## src/rtl/ram_loader.sv

```systemverilog
// ram_loader: programming front-end and sole driver of the 16x8 RAM's ADDR/DIN/RI.
//   Normal mode: CPU_ADDR/CPU_DIN/CPU_RI pass straight through (combinational mux).
//   Load mode (PROG_CSn low): bytes arrive MSB-first on PROG_SCK/PROG_SDI, are
//   written to consecutive addresses from 0, and CPU_HOLD stalls the CPU.
// Ports:
//   CLK, RESETn         system clock, async active-low reset
//   PROG_CSn/SCK/SDI    async serial link, resynchronised into CLK
//   CPU_ADDR/DIN/RI     CPU-side RAM request
//   ADDR/DIN/RI         to RAM
//   CPU_HOLD            high while the loader owns the RAM
//   LOADED              sticky: a complete DEPTH-word image was written
module ram_loader #(
  parameter int SYNC_STAGES = 2,
  parameter int ADDR_W      = 4,
  parameter int DATA_W      = 8,
  parameter int DEPTH       = 16
) (
  input  logic              CLK,
  input  logic              RESETn,
  input  logic              PROG_CSn,
  input  logic              PROG_SCK,
  input  logic              PROG_SDI,
  input  logic [ADDR_W-1:0] CPU_ADDR,
  input  logic [DATA_W-1:0] CPU_DIN,
  input  logic              CPU_RI,
  output logic [ADDR_W-1:0] ADDR,
  output logic [DATA_W-1:0] DIN,
  output logic              RI,
  output logic              CPU_HOLD,
  output logic              LOADED
);

  localparam int BCW = $clog2(DATA_W + 1);

  typedef enum logic [1:0] {IDLE, SHIFT, WRITE, FULL} state_t;

  state_t r_state, w_state_nxt;

  logic [SYNC_STAGES-1:0] r_csn_sync, r_sck_sync, r_sdi_sync;
  logic                   r_sck_prev;
  logic [DATA_W-1:0]      r_shreg;
  logic [BCW-1:0]         r_bit_cnt;
  logic [ADDR_W-1:0]      r_addr_cnt;
  logic                   r_loaded;
  logic                   r_hold;
  logic [ADDR_W-1:0]      r_addr;
  logic [DATA_W-1:0]      r_din;
  logic                   r_ri;

  logic w_csn_s, w_sck_s, w_sdi_s, w_sck_rise, w_last_bit, w_last_addr, w_write_go;

  // Synchronisers idle high so reset looks like "no session, SCK high".
  always_ff @(posedge CLK or negedge RESETn) begin
    if (!RESETn) begin
      r_csn_sync <= '1;
      r_sck_sync <= '1;
      r_sdi_sync <= '1;
      r_sck_prev <= 1'b1;
    end else begin
      r_csn_sync <= {r_csn_sync[SYNC_STAGES-2:0], PROG_CSn};
      r_sck_sync <= {r_sck_sync[SYNC_STAGES-2:0], PROG_SCK};
      r_sdi_sync <= {r_sdi_sync[SYNC_STAGES-2:0], PROG_SDI};
      r_sck_prev <= r_sck_sync[SYNC_STAGES-1];
    end
  end

  assign w_csn_s     = r_csn_sync[SYNC_STAGES-1];
  assign w_sck_s     = r_sck_sync[SYNC_STAGES-1];
  // SDI taken from the same stage as SCK so both see identical delay.
  assign w_sdi_s     = r_sdi_sync[SYNC_STAGES-1];
  assign w_sck_rise  = w_sck_s & ~r_sck_prev;
  assign w_last_bit  = (r_bit_cnt == BCW'(DATA_W - 1));
  assign w_last_addr = (r_addr_cnt == ADDR_W'(DEPTH - 1));
  // A CSn rise seen in the same cycle as the final SCK rise cancels the write.
  assign w_write_go  = (r_state == SHIFT) & ~w_csn_s & w_sck_rise & w_last_bit;

  always_ff @(posedge CLK or negedge RESETn) begin
    if (!RESETn) r_state <= IDLE;
    else         r_state <= w_state_nxt;
  end

  always_comb begin
    w_state_nxt = r_state;
    case (r_state)
      IDLE:    if (!w_csn_s) w_state_nxt = SHIFT;
      SHIFT:   if (w_csn_s) w_state_nxt = IDLE;
               else if (w_write_go) w_state_nxt = WRITE;
      WRITE:   w_state_nxt = w_last_addr ? FULL : SHIFT;
      FULL:    if (w_csn_s) w_state_nxt = IDLE;
      default: w_state_nxt = IDLE;
    endcase
  end

  always_ff @(posedge CLK or negedge RESETn) begin
    if (!RESETn) begin
      r_shreg    <= '0;
      r_bit_cnt  <= '0;
      r_addr_cnt <= '0;
      r_loaded   <= 1'b0;
      r_hold     <= 1'b0;
      r_addr     <= '0;
      r_din      <= '0;
      r_ri       <= 1'b0;
    end else begin
      r_ri   <= 1'b0;
      // Rise on the transition out of IDLE, fall one cycle after re-entering it.
      r_hold <= (w_state_nxt != IDLE) | (r_state != IDLE);
      case (r_state)
        IDLE: if (!w_csn_s) begin
          r_addr_cnt <= '0;
          r_bit_cnt  <= '0;
          r_loaded   <= 1'b0;
        end
        SHIFT: if (!w_csn_s && w_sck_rise) begin
          r_shreg <= {r_shreg[DATA_W-2:0], w_sdi_s};
          if (w_last_bit) begin
            r_bit_cnt <= '0;
            r_ri      <= 1'b1;
            r_addr    <= r_addr_cnt;
            r_din     <= {r_shreg[DATA_W-2:0], w_sdi_s};
          end else begin
            r_bit_cnt <= r_bit_cnt + 1'b1;
          end
        end
        WRITE: begin
          r_addr_cnt <= r_addr_cnt + 1'b1;
          if (w_last_addr) r_loaded <= 1'b1;
        end
        default: ;
      endcase
    end
  end

  // Only combinational path: CPU pass-through while IDLE (including during reset).
  assign ADDR     = (r_state == IDLE) ? CPU_ADDR : r_addr;
  assign DIN      = (r_state == IDLE) ? CPU_DIN  : r_din;
  assign RI       = (r_state == IDLE) ? CPU_RI   : r_ri;
  assign CPU_HOLD = r_hold;
  assign LOADED   = r_loaded;

endmodule

```

## config.mk

```make
export PLATFORM = sky130hd
export DESIGN_NAME = ram_loader
export DESIGN_NICKNAME = d
export VERILOG_FILES = /design/src/rtl/ram_loader.sv
export SDC_FILE = /design/constraint.sdc
export NUM_CORES = 1
export LEC_CHECK = 0
export BUFFER_PORTS_ARGS = -buffer_cell sky130_fd_sc_hd__buf_4
export CORE_UTILIZATION = 51
export CTS_BUF_LIST = sky130_fd_sc_hd__clkbuf_8
export CTS_CLUSTER_DIAMETER = 120
export DETAILED_ROUTE_END_ITERATION = 8
export GPL_ROUTABILITY_DRIVEN = 0
export PLACE_DENSITY = 0.74
export SLEW_MARGIN = 20
export SYNTH_ARGS = -nofsm -noshare
export SYNTH_HDL_FRONTEND = slang
export SYNTH_SLANG_ARGS = --single-unit
```

## constraint.sdc

```tcl
create_clock -name CLK -period 4.65 [get_ports CLK]
set_clock_uncertainty 0.15 [all_clocks]
set_input_delay 0.6975 -clock CLK [delete_from_list [all_inputs] [get_ports CLK]]
set_output_delay 0.6975 -clock CLK [all_outputs]
set_load 0.1 [all_outputs]
```

# == Word level (Yosys, flattened, before mapping) ==
# Index checks and enable logic that the tools add are counted.
# totals
output_inout_bits,15
regBits,39
# classes
n_eq_ne,8
n_bitwise,7
reduce_logical,12
n_mux,20
addsub,2
# op_table
op,n
4-bit 2-to-1 mux,4
4-bit case mux with 2 select lines,2
2-bit 2-to-1 mux,5
3-bit AND reduction,3
4-bit by 1-bit adder with 4-bit output (second input constant),2
8-bit 2-to-1 mux,1
2-bit case mux with 4 select lines,1
2-bit nonzero test,4
1-bit 2-to-1 mux,6
1-bit AND,4
2-bit equality test (second input constant),2
4-bit by 3-bit equality test with 1-bit output (second input constant),1
4-bit equality test (second input constant),1
2-bit inequality test (second input constant),2
2-bit AND reduction,2
2-bit by 1-bit equality test with 1-bit output (second input constant),1
2-bit zero test,1
2-bit by 1-bit inequality test with 1-bit output (second input constant),1
1-bit inverter,2
1-bit case mux with 2 select lines,1
1-bit logical AND,1
1-bit zero test,1
1-bit bitwise OR,1

# == Longest topological paths before layout ==
# Gate-level depths: netlist of the first run.
# logic_depth
ltp_word,9
depth_mapped,5
mapped_depth_nobuf,5

# == Worst setup path before layout of the first run ==
# OpenSTA, ideal clock, no wires.
# synth_timing
path_kind,register -> output
from,register r_state[1]
to,output port ADDR[1]
stages_incl_launch_ff,5
arrival_time_ps,1551
required_time_ps,3803
n_path_buf,2
slack_ps,2251
cell_sequence,dfrtp_1 > buf_2 > nor2_1 > buf_4 > mux2_2
# synth_between
elab_chain_len,2
# synth_rtl
element,line,source
start: declaration,37,"state_t r_state, w_state_nxt;"
start signal: assignment,79,else r_state <= w_state_nxt;
2-bit zero test,135,assign ADDR = (r_state == IDLE) ? CPU_ADDR : r_addr;
4-bit 2-to-1 mux,135,
end: declaration,26,"output logic [ADDR_W-1:0] ADDR,"
# No other way between the ends.

# == Final worst setup path of the first run ==
# layout_timing
from,register r_state[1]
to,output port DIN[3]
# layout_between
elab_chain_len,2
# layout_rtl
element,line,source
2-bit zero test,136,assign DIN = (r_state == IDLE) ? CPU_DIN : r_din;
8-bit 2-to-1 mux,136,
end: declaration,27,"output logic [DATA_W-1:0] DIN,"
# No other way between the ends.

==> results.py, run 1 <==
metrics = {
    "routing": {
        "vias": 1130,
        "antenna_left": 0,
        "detail_route.iter0.violations": 57,
        "first_pass_iters": 4,
        "drc_errors": 0,
        "viasPerCell": 5.36,
        "wl_per_cell_um": 14.2,
        "finalWirelength_um": 2990,
    },
    "run_status": {
        "status": "finished, final reports clean",
    },
    "yosys": {
        "synth_top_area_cell": "dfrtp_1",
        "synth_top_family_by_area": "multiplexers",
        "ys_seq_area_share_pct": 54.8,
        "synth_mux_area_share_pct": 23.1,
        "synth_ff_type": "dfrtp_1",
        "synth_top_area_share_pct": 44.6,
        "ys_top_cells_by_count": "dfrtp_1 (32), mux2_2 (24), mux2_4 (9)",
        "synthesis.nets": 152,
        "ys_seq_elements": 39,
        "synth_cell_types": 34,
        "synth_xor_area_share_pct": 0,
        "synthesis.area_sq_um": 1800,
        "syn_area_per_cell_sq_um": 13.6,
        "yosys_warnings": 0,
        "synthArstFlopShare_pct": 100,
        "synthAdderAreaFrac_pct": 1.39,
        "synthSimpleGateAreaFrac_pct": 11.1,
        "syn_inst": 132,
        "synth_compound_area_share_pct": 6.48,
        "synth_edf_count": 0,
        "synth_area_leaders": "dfrtp_1 (45%), mux2_2 (15%), dfstp_2 (10%)",
        "yosysMostFrequentCell": "dfrtp_1",
    },
    "cts": {
        "root_buffer": "clkbuf_8",
        "cts.sinks": 39,
        "clk_pin_slew_ps": 80,
        "clk_path_buf_depth": 2,
        "tritoncts": "built",
        "h-tree-depth": 2,
        "numCtsBuffers": 5,
        "post_cts_buffers": 0,
        "hold_buffers": 0,
        "cts.repair.resized": 0,
        "clock_latency_ps": 290,
    },
    "layout": {
        "drive_gt1_share_pct": 50.9,
        "instances_no_fill": 211,
        "seqCellArea_sq_um": 985,
        "nFillCells": 284,
        "multiInputGateArea_sq_um": 758,
        "antenna_cells": 0,
        "areaGrowthSynthToFinish_pct": 18.7,
        "final_net_count": 184,
    },
    "place": {
        "hpwl_um": 2060,
        "place_ws_ps": 1600,
        "port_buffers": 32,
        "placedCellCount": 203,
    },
    "power_and_ir_drop": {
        "p_sw_share_pct": 29.6,
        "power_frac_seq_pct": 52.9,
        "p_int_mw": 0.505,
        "p_clk_share_pct": 29.1,
        "switchingPower_mw": 0.213,
        "p_leak_nw": 1.05,
        "comb_power_share_pct": 18.0,
        "power-per-cell-area_nw_per_um2": 337,
        "irDropWorstVdd_uv": 208,
    },
    "floorplan": {
        "rows": 21,
        "die-area_sq_um": 3760,
        "die_h_um": 61.4,
        "start_util_pct": 53.4,
        "ioPinCount": 33,
        "core_area_sq_um": 3360,
        "die_x_um": 61.4,
    },
    "sta": {
        "worst_slack_ps": 1620,
        "setup_viol": 0,
        "tightest_slew_ps": 1080,
        "finalCritPeriodShare_pct": 65.2,
        "relSlewSlack_pct": 27.8,
        "fmax_mhz": 330,
        "report.final.slew_viol_count": 0,
        "rsz0062_at_grt": "no",
        "fin_crit_ps": 3030,
        "fin_hold_ws_ps": 206,
        "tns_ps": 0,
        "finalHoldViolCount": 0,
    },
    "global_routing": {
        "grt_max_degree": 40,
        "grt_overflow": 0,
        "antenna_found_initial": 0,
        "grt_pass1_vias": 1057,
        "grt_pass1_wl_um": 4660,
        "grt_usage_pct": 17.6,
    },
    "critical_path": {
        "arrival_ps": 2180,
        "slowest_delay_ps": 640,
        "critPathBufInv": 1,
        "slowest_stage": "nor2_2",
        "cp_max_fo": 16,
        "required_ps": 3800,
        "cp_top_family": "simple AND/OR/NAND/NOR gates",
        "critPathKind": "flop to output port",
        "end_kind": "output port",
        "startpoint_type": "flop",
        "path_cells": "nor2_2 > mux2_2 > buf_4",
    },
    "hold_path": {
        "hold_path_class": "input pin to async pin",
    },
    "flow_run": {
        "cap_viol_max_count": 0,
    },
}
==> power by group through the flow <==
stage	clock network [mW]	registers [mW]	logic (mW)
3_3_place_gp	0	0.384	0.128
5_1_grt	0.231	0.383	0.137
4_1_cts	0.216	0.379	0.131
3_5_place_dp	0	0.386	0.131
6_report	0.209	0.380	0.129
2_1_floorplan	0	0.382	0.0953
==> worst paths after layout <==
kind,startpoint,cells past startpoint,slack [ps],end
min,RESETn,1,210,LOADED
min in group CLK,r_csn_sync[0],0,210,r_csn_sync[1]
max in group asynchronous,RESETn,1,3760,r_sck_sync[1]
min reg2reg,r_csn_sync[0],0,210,r_csn_sync[1]
max,r_state[1],3,1620,DIN[3]
max reg2reg,r_bit_cnt[0],4,2240,r_din[4]
==> cells by family (layout without fill, tap and decap cells) <==
logic type | count (synthesis) | in the layout
flip-flops | 39 | 39
multiplexers | 34 | 34
AND/OR/NAND/NOR | 31 | 31
AO/OA/AOI/OAI | 16 | 16
buffers and inverters | 10 | 43
adder cells (fa/ha/maj) | 2 | 2
==> worst reg2reg max path, delay by kind of cell, from the launching register on <==
family                   cells  cell delay, ps
multiplexers                 1             420
flip-flops                   1             430
AND/OR/NAND/NOR              2            1030
adder cells (fa/ha/maj)      1             260
==> flip-flops by register name, summed over array words and instances (netlist names) <==
register	flops
r_din	8
r_shreg	7
r_addr	4
r_addr_cnt	4
r_bit_cnt	4
r_csn_sync	2
r_sck_sync	2
r_sdi_sync	2
r_state	2
CPU_HOLD	1
LOADED	1
r_ri	1
r_sck_prev	1
==> final cells by class <==
| cell class | instances | area share [%] |
|---|---|---|
| Clock buffer | 5 | 3.23 |
| Clock inverter | 3 | 0.587 |
| Inverter | 3 | 0.528 |
| Multi-Input combinational cell | 83 | 35.5 |
| Sequential cell | 39 | 46.2 |
| Tap cell | 46 | 2.70 |
| Timing Repair Buffer | 32 | 11.3 |
==> metal layers <==
layer	global-route usage (%)	part of all wire [%]	up-vias
li1	-	-	535
met4	6.35	1.5	0
met5	0	0	-
met1	21.6	44	549
met3	7.35	6.0	6
met2	28.1	48	40
==> stage by stage <==
| step | total power [mW] | util [%] | cell area [sq um] |
|---|---|---|---|
| global route | 0.751 | 63.4 | 2130 |
| finish | 0.718 | 63.4 | 2130 |
| global placement | 0.511 | 60.9 | 2050 |
| CTS | 0.726 | 63.4 | 2130 |
| floorplan | 0.477 | - | 1800 |
| detailed placement | 0.516 | 60.9 | 2050 |
==> layout by cell type (no fill, tap or decap), drive strengths merged, types with 2 or more instances in the layout <==
| cell | netlist | final |
|---|---|---|
| a32o | 2 | 2 |
| nor3 | 4 | 4 |
| buf | 5 | 32 |
| dfrtp | 32 | 32 |
| inv | 3 | 5 |
| mux2 | 33 | 33 |
| nand2b | 2 | 2 |
| o21ai | 4 | 4 |
| a22o | 2 | 2 |
| ha | 2 | 2 |
| nand2 | 6 | 6 |
| nand3 | 5 | 5 |
| nor2 | 8 | 8 |
| a21oi | 2 | 2 |
| clkbuf | 2 | 5 |
| dfstp | 7 | 7 |
Power figures use the tool's default switching activity.
==> inputs of run 2 (changes only) <==
--- a/config.mk
+++ b/config.mk
@@ -5,13 +5,14 @@
 export SDC_FILE = /design/constraint.sdc
 export NUM_CORES = 1
 export LEC_CHECK = 0
+export ABC_AREA = 1
 export BUFFER_PORTS_ARGS = -buffer_cell sky130_fd_sc_hd__buf_4
 export CORE_UTILIZATION = 51
 export CTS_BUF_LIST = sky130_fd_sc_hd__clkbuf_8
 export CTS_CLUSTER_DIAMETER = 120
 export DETAILED_ROUTE_END_ITERATION = 8
 export GPL_ROUTABILITY_DRIVEN = 0
-export PLACE_DENSITY = 0.74
+export PLACE_DENSITY = 0.78
 export SLEW_MARGIN = 20
 export SYNTH_ARGS = -nofsm -noshare
 export SYNTH_HDL_FRONTEND = slang
==> constraint.sdc (replaced) <==
create_clock -name CLK -period 2.47 [get_ports CLK]
set_clock_uncertainty 0.15 [all_clocks]
set_input_delay 0.3705 -clock CLK [delete_from_list [all_inputs] [get_ports CLK]]
set_output_delay 0.3705 -clock CLK [all_outputs]
set_load 0.1 [all_outputs]
==> results.py, run 2 <==
metrics = {
    "global_routing": {
        "grt_pass1_wl_um": 4770,
        "grt_pass1_vias": 1082,
        "antenna_found_initial": 0,
        "grt_usage_pct": 19.1,
        "grt_overflow": 0,
        "grt_max_degree": 40,
    },
    "sta": {
        "relSlewSlack_pct": 68.0,
        "tightest_slew_ps": 480,
        "finalCritPeriodShare_pct": 84.0,
        "fmax_mhz": 482,
        "tns_ps": 0,
        "finalHoldViolCount": 0,
        "setup_viol": 0,
        "fin_hold_ws_ps": 38.2,
        "fin_crit_ps": 2070,
        "rsz0062_at_grt": "no",
        "report.final.slew_viol_count": 0,
    },
    "critical_path": {
        "reg2reg_depth": 7,
        "path_cells": "nor2_2 > inv_1 > nand2_1 > nand2_1 > buf_4",
        "arrival_ps": 1550,
        "crit_path_end": "ADDR[1]",
        "r2r_setup_slack_ps": 760,
        "r2r-end": "r_addr[3]",
        "cp_top_family": "buffers and inverters",
        "critPathKind": "flop to output port",
        "required_ps": 1950,
        "slowest_stage": "dfrtp_1",
        "startpoint": "r_state[1]",
        "cpMostUsedCell": "nand2_1",
        "reg2reg_from": "r_bit_cnt[0]",
        "slowest_delay_ps": 440,
        "end_kind": "output port",
        "startpoint_type": "flop",
        "cp_max_fo": 13,
        "path_depth": 5,
        "critPathBufInv": 2,
    },
    "yosys": {
        "ys_seq_elements": 39,
        "ys_top_cells_by_count": "nand2_1 (83), dfrtp_1 (32), inv_1 (16)",
        "yosysMostFrequentCell": "nand2_1",
        "ys_seq_area_share_pct": 59.5,
        "synthesis.area_sq_um": 1650,
        "syn_inst": 194,
        "synth_top_area_share_pct": 48.4,
        "syn_area_per_cell_sq_um": 8.53,
        "synth_ff_type": "dfrtp_1",
        "synth_cell_types": 18,
        "yosys_warnings": 0,
        "synth_top_area_cell": "dfrtp_1",
        "synth_edf_count": 0,
        "synth_area_leaders": "dfrtp_1 (48%), nand2_1 (19%), dfstp_2 (11%)",
        "synthesis.nets": 214,
        "synthArstFlopShare_pct": 100,
    },
    "floorplan": {
        "die_x_um": 59.0,
        "start_util_pct": 54.2,
        "die_h_um": 59.0,
        "ioPinCount": 33,
        "die-area_sq_um": 3480,
        "rows": 20,
        "core_area_sq_um": 3050,
    },
    "cts": {
        "clk_pin_slew_ps": 70,
        "cts.sinks": 39,
        "numCtsBuffers": 5,
        "clk_path_buf_depth": 2,
        "clock_latency_ps": 290,
        "root_buffer": "clkbuf_8",
        "tritoncts": "built",
        "post_cts_buffers": 0,
        "h-tree-depth": 2,
    },
    "routing": {
        "detail_route.iter0.violations": 40,
        "antenna_left": 0,
        "finalWirelength_um": 2940,
        "wl_per_cell_um": 10.7,
        "viasPerCell": 4.72,
        "vias": 1298,
        "first_pass_iters": 4,
        "drc_errors": 0,
    },
    "layout": {
        "top_regs": "r_din x8, r_shreg x7",
        "areaGrowthSynthToFinish_pct": 22.4,
        "final_net_count": 250,
        "layout_common_cells": "nand2_1 (83), buf_4 (33), dfrtp_1 (32), inv_1 (19), o21ai_0 (11)",
        "largest_register": "r_din",
        "antenna_cells": 0,
        "drive_gt1_share_pct": 23.4,
        "largest_register_ffs": 8,
        "finish.utilization_pct": 66.3,
        "layout_commonest_cell": "nand2_1",
        "finalInstanceArea_sq_um": 2020,
    },
    "power_and_ir_drop": {
        "power-per-cell-area_nw_per_um2": 640,
        "p_leak_nw": 1.07,
        "irDropWorstVdd_uv": 402,
    },
    "hold_path": {
        "hp-start": "PROG_CSn",
        "hold_path_class": "input pin to flop",
    },
    "place": {
        "port_buffers": 32,
        "hpwl_um": 2020,
        "placed_area_sq_um": 1930,
    },
    "run_status": {
        "status": "finished, final reports clean",
    },
    "flow_run": {
        "cap_viol_max_count": 0,
    },
}
run 2: worst min-delay path by stage:
stage	to	slack (ps)	cells after the start
floorplan	CPU_HOLD	-80	0
global placement	r_sdi_sync[1]	200	0
detailed placement	r_csn_sync[1]	200	0
CTS	r_csn_sync[0]	30	1
global route	r_csn_sync[0]	20	1
finish	r_csn_sync[0]	40	1
run 2: what timing repair did:
action | in CTS | in global routing
resized for setup | 0 | 0
endpoints found under the hold margin | 32 | 0
hold buffers | 1 | 0
run 2: metal layers:
| layer | up-vias | GRT usage, % | share of wire (%) |
|---|---|---|---|
| li1 | 674 | - | - |
| met1 | 584 | 23.3 | 47 |
| met2 | 32 | 31.0 | 46 |
| met3 | 8 | 4.62 | 4.4 |
| met4 | 0 | 11.2 | 2.2 |
| met5 | - | 0 | 0 |
run 2: power breakdown:
part           switching [mW]  internal (mW)
Combinational           0.153         0.0586
Clock                   0.196          0.188
Sequential             0.0229          0.677
Total                   0.372          0.924
run 2: worst register-to-register path, stage by stage (launching register included):
cell	delay, ps
dfrtp_1	410
ha_1	190
nand2_1	60
nor2_1	210
nand2_2	320
inv_2	190
nand2_1	70
nand2_1	50
run 2: through the flow:
stage                     power, mW  std cells  setup slack, ps
after global placement        0.918        266              722
after floorplan               0.854        194              304
after detailed placement      0.923        266              690
after global routing           1.36        275              273
after CTS                      1.31        275              370
final                          1.30        275              396
run 2: kinds of logic (layout without fill, tap and decap cells):
kind of cell               after synthesis  in the layout  synth area share, %
adders and majority gates                2              2                 1.51
buffers and inverters                   25             62                 5.90
and+or+nand+nor                        104            104                 25.8
AOI/OAI and AO/OA                       24             24                 7.26
DFF                                     39             39                 59.5
run 2: cell type report:
type | instances | area (sq um)
inverters | 20 | 75.1
well taps | 44 | 55.1
clock buffers | 5 | 68.8
flip-flops and latches | 39 | 985
clock inverters | 3 | 11.3
multi-input cells | 130 | 572
repair buffers | 34 | 258
fillers | 284 | 1030
